==> src/rtl/tff_bank_sequencer.sv <==
// tff_bank_sequencer: command sequencer driving a WIDTH-bit bank of T flip-flops (q <= q ^ t_vec)
//   in : clk, reset_n (async active-low), start, stop, load, load_value, limit, up_down, wrap_en
//   out: t_vec (toggle vector for next edge), q, q_inverse, busy, terminal, done
module tff_bank_sequencer #(
  parameter int WIDTH = 4
) (
  input  logic             clk,
  input  logic             reset_n,
  input  logic             start,
  input  logic             stop,
  input  logic             load,
  input  logic [WIDTH-1:0] load_value,
  input  logic [WIDTH-1:0] limit,
  input  logic             up_down,
  input  logic             wrap_en,
  output logic [WIDTH-1:0] t_vec,
  output logic [WIDTH-1:0] q,
  output logic [WIDTH-1:0] q_inverse,
  output logic             busy,
  output logic             terminal,
  output logic             done
);
  typedef enum logic [2:0] {IDLE, LOAD, RUN, PAUSE, DONE} state_t;
  state_t state, state_n, ret_r, ret_n;
  logic [WIDTH-1:0] limit_r, up_t, dn_t, term_val, start_pt;
  logic dir_r, wrap_r, cap;
  // Ripple-and chains: bit i toggles when all lower bits are 1 (up) or all 0 (down).
  assign up_t[0] = 1'b1;
  assign dn_t[0] = 1'b1;
  for (genvar i = 1; i < WIDTH; i++) begin : g_step
    assign up_t[i] = up_t[i-1] & q[i-1];
    assign dn_t[i] = dn_t[i-1] & ~q[i-1];
  end
  assign term_val  = dir_r ? limit_r : '0;
  assign start_pt  = dir_r ? '0 : limit_r;
  assign terminal  = (state == RUN) && (q == term_val);
  assign busy      = state == RUN;
  assign done      = state == DONE;
  assign q_inverse = ~q;
  always_comb begin
    state_n = state;
    ret_n   = ret_r;
    t_vec   = '0;
    cap     = 1'b0;
    unique case (state)
      IDLE: begin
        if (load) begin
          state_n = LOAD;
          ret_n   = IDLE;
        end else if (start) begin
          state_n = RUN;
          cap     = 1'b1;
        end
      end
      LOAD: begin
        t_vec   = q ^ load_value;
        state_n = ret_r;
      end
      RUN: begin
        if (stop) state_n = PAUSE;
        else if (!terminal) t_vec = dir_r ? up_t : dn_t;
        else if (wrap_r) t_vec = q ^ start_pt;
        else state_n = DONE;
      end
      PAUSE: begin
        if (load) begin
          state_n = LOAD;
          ret_n   = PAUSE;
        end else if (start) begin
          state_n = RUN;
          cap     = 1'b1;
        end
      end
      DONE: begin
        if (load) begin
          state_n = LOAD;
          ret_n   = IDLE;
        end else if (start) begin
          state_n = RUN;
          cap     = 1'b1;
          // Preset uses the incoming direction/limit since they are captured on this same edge.
          t_vec   = q ^ (up_down ? '0 : limit);
        end
      end
      default: state_n = IDLE;
    endcase
  end
  always_ff @(posedge clk or negedge reset_n) begin
    if (!reset_n) begin
      state   <= IDLE;
      ret_r   <= IDLE;
      q       <= '0;
      limit_r <= '0;
      dir_r   <= 1'b1;
      wrap_r  <= 1'b0;
    end else begin
      state <= state_n;
      ret_r <= ret_n;
      q     <= q ^ t_vec;
      if (cap) begin
        limit_r <= limit;
        dir_r   <= up_down;
        wrap_r  <= wrap_en;
      end
    end
  end
endmodule

==> config.mk <==
export PLATFORM = sky130hd
export DESIGN_NAME = tff_bank_sequencer
export DESIGN_NICKNAME = d
export VERILOG_FILES = /design/src/rtl/tff_bank_sequencer.sv
export SDC_FILE = /design/constraint.sdc
export NUM_CORES = 1
export LEC_CHECK = 0
export BUFFER_PORTS_ARGS = -buffer_cell sky130_fd_sc_hd__buf_2
export CELL_PAD_IN_SITES_DETAIL_PLACEMENT = 0
export CELL_PAD_IN_SITES_GLOBAL_PLACEMENT = 2
export CORE_ASPECT_RATIO = 1.75
export CORE_MARGIN = 5
export CORE_UTILIZATION = 33
export DETAILED_ROUTE_END_ITERATION = 8
export PLACE_DENSITY = 0.86
export SETUP_SLACK_MARGIN = 0.15
export SLEW_MARGIN = 20
export SYNTH_ARGS = -nofsm -noshare
export SYNTH_HDL_FRONTEND = slang
export SYNTH_SLANG_ARGS = --single-unit
==> constraint.sdc <==
create_clock -name clk -period 4.6 [get_ports clk]
set_clock_uncertainty 0.1 [all_clocks]
set_input_delay 0.23 -clock clk [delete_from_list [all_inputs] [get_ports clk]]
set_output_delay 0.23 -clock clk [all_outputs]
set_load 0.1 [all_outputs]
==> reports/results.tsv <==
stage	metric	value	unit
global_routing	first-pass GRT wire length	5780	um
clock_network	number of clock sinks	14	
synthesis	XOR/XNOR share of the synthesized area	0.0490	
clock_network	Num CTS Buffers	3	
worst_setup_path	Setup Crit Path Kind	reg -> out	
synthesis	dominant cells by area after synthesis	dfrtp_1 26%, nor2b_1 6.0%, mux2_2 5.4%	
worst_setup_path	CP required	4.27	ns
drt	1st-pass router iterations	4	
clock_network	CTS Buffer Depth	2	
final_layout	storage element area	352	um^2
timing	final setup fails	0	
synthesis	complex-gate fraction of the synthesized area	0.223	
hold_path	hold path startpoint	wrap_en	
clock_network	htree depth	1	
die	Starting Density	0.341	
run	max cap viols	0	
worst_setup_path	WP data arrival	2.51	ns
die	Core Footprint	0.00366	mm^2
timing	Slew Limit Fails	0	
synthesis	sequential share of the synthesized area	0.281	
synthesis	top-area cell type share of the netlist area	0.260	
worst_setup_path	RR Endpoint	q[3]$_DFF_PN0_	
drt	wire length per cell	15.9	um
hold_path	end of the worst hold path	wrap_r$_DFFE_PN0P_	
timing	Final Hold Vio Count	0	
drt	drt first-iter violations	46	
die	chip width	56.5	um
global_routing	initial antenna violation count	0	
final_layout	Area Overhead vs Synth	17.7	%
timing	minimum clock period after layout	2.84	ns
timing	Worst-Margin Slew	0.560	ns
drt	DRC	0	
worst_setup_path	critical path fanouts, max	16	
global_routing	overflow left after global routing	0	
final_layout	Post-Layout Inst Area	0.00147	mm^2
worst_setup_path	worst-case reg-to-reg path depth	5	
placement	Post-DP HPWL	2750	um
synthesis	post-synthesis adder-cell area fraction	0	
die	# rows	29	
placement	IO Port Bufs	29	
hold_path	Hold Path Cell Cnt	2	
synthesis	Syn Std Cell Area	0.00125	mm^2
drt	via count	1180	
final_layout	most frequent cells in the layout	29 x buf_2, 13 x dfrtp_1, 12 x nor2_1, 12 x nor2b_1, 9 x a21oi_1	
die	# IOs	30	
timing	RSZ-0062 raised after global routing	false	
final_layout	antenna diode count	0	
placement	GPL Wtd Cong	0.823	
timing	Period Utilization, post-route	0.618	
global_routing	vias in the first global route	1141	
drt	DRT antenna net count	0	
clock_network	clk slew on worst S/H paths	0.06	ns
die	height of the chip	91.4	um
synthesis	synthesis-stage register bit count	14	
timing	final hold slack	0.109	ns
synthesis	syn nets	160	
synthesis	largest family of logic cells by synthesized area	simple AND/OR/NAND/NOR gates	
die	Die ar.	0.00517	mm^2
final_layout	Fillers	390	
drt	via/cell ratio	5.46	
final_layout	layout cells sized above 1	0.288	
placement	Placed Area	0.00141	mm^2
clock_network	CTS resizes	0	
drt	Routed WL	3450	um
clock_network	clock root buffer	clkbuf_8	
worst_setup_path	FF-to-FF Start	dir_r$_DFFE_PN1P_	
final_layout	Final Util	0.402	
clock_network	worst skew pair latency	0.25	ns
final_layout	area occupied by multi-input gates	830	um^2
final_layout	nets	186	
synthesis	multiplexer share of the synthesized area	0.102	
synthesis	Synth Area in Simple Gates	0.285	
worst_setup_path	Worst setup SP type	flip-flop	
hold_path	HP Class	in -> reg	
status	status	completed	
synthesis	leading area contributor after synthesis	dfrtp_1	
synthesis	Yosys warning total	0	
clock_network	CTS tree	yes	
timing	Fmax	352	MHz
synthesis	number of synthesized flops with an enable pin	0	
synthesis	Avg Cell Area, Syn	8.62	um^2
global_routing	pin count of the biggest net entering global routing	17	
worst_setup_path	Reg2Reg Setup Slack	2.43	ns
timing	Worst slew margin	0.625	
timing	final setup TNS	0	ns
global_routing	GRT Overall Usage	0.141	
synthesis	Post-Syn Instances	145	
synthesis	Main synth FF type	dfrtp_1	
synthesis	ys async rst share	1.00	
synthesis	Synth cell types	43	
final_layout	commonest non-fill, non-tap cell in the layout	buf_2	
worst_setup_path	crit end category	output pin	
## flip-flops by register name (all words and copies together) (netlist names)
register  count
wrap_r        1
limit_r       4
dir_r         1
state         3
ret_r         1
q             4
## per-stage QoR
step | setup WS [ns] | cells
floorplan | 0.438 | 145
global placement | 2.03 | 211
detailed placement | 2.02 | 211
CTS | 1.74 | 216
global route | 1.63 | 216
finish | 1.76 | 216
## Yosys cell counts, types with 2 or more instances
cell       number
a2bb2oi_1       2
o22a_1          5
nand2b_1        5
nand3b_1        2
inv_1           6
clkbuf_1        2
xnor2_1         4
dfrtp_1        13
nor3b_2         2
buf_2           5
a221oi_1        2
o22ai_1         2
or3_1           3
nand4_1         2
a21oi_1         9
a22o_1          2
mux2_2          6
mux2i_1         3
nor2b_1        12
o221ai_1        2
xor2_1          3
mux2_4          2
nor2_1         12
nand2_1         5
o21ai_0         6
nor3_1          5
nand4b_1        3
nand3_1         5
## worst max-delay path by stage
| stage | from | endpoint | slack [ns] | cells past startpoint |
|---|---|---|---|---|
| final | dir_r$_DFFE_PN1P_ | t_vec[3] | 1.76 | 6 |
| after global routing | dir_r$_DFFE_PN1P_ | t_vec[3] | 1.63 | 6 |
| after CTS | dir_r$_DFFE_PN1P_ | t_vec[3] | 1.74 | 6 |
| after detailed placement | dir_r$_DFFE_PN1P_ | t_vec[3] | 2.02 | 6 |
| after global placement | dir_r$_DFFE_PN1P_ | t_vec[3] | 2.03 | 6 |
| after floorplan | state[2]$_DFFE_PN0P_ | t_vec[0] | 0.44 | 5 |
## worst max-delay path: stages (launching register included)
cell,delay (ns)
dfstp_2,0.70
nand4b_1,0.13
o22a_1,0.22
a22o_1,0.42
mux2_4,0.37
nand2b_1,0.13
buf_2,0.29
## layer usage
metal	up-vias	wire length [um]	track usage
met3	4	117	0.0213
met4	0	46	0.0475
met5	-	0	0
li1	584	-	-
met1	564	1350	0.161
met2	28	1930	0.261
## what timing repair did
| action | in CTS | in global routing |
|---|---|---|
| hold buffers | 1 | 0 |
| hold endpoints to repair | 13 | 0 |
| buffers inserted | 0 | 0 |
## area by class of cell
class,instances,share of cell area
clock buffer,4,0.0374
inverter,6,0.0153
multi-input combinational,116,0.564
sequential,14,0.239
tap,46,0.0391
timing repair buffer,30,0.105
## cell families (layout without fill, tap and decap cells)
group                     count (synthesis)  after routing
xor gates and xnor gates                  7              7
and+or+nand+nor                          60             60
buffers and inverters                    15             40
muxes                                    11             11
DFF                                      14             14
AOI/OAI and AO/OA                        38             38
Power is not shown: default switching activity piles up to over one toggle a cycle in this logic, so the estimate is an artifact.
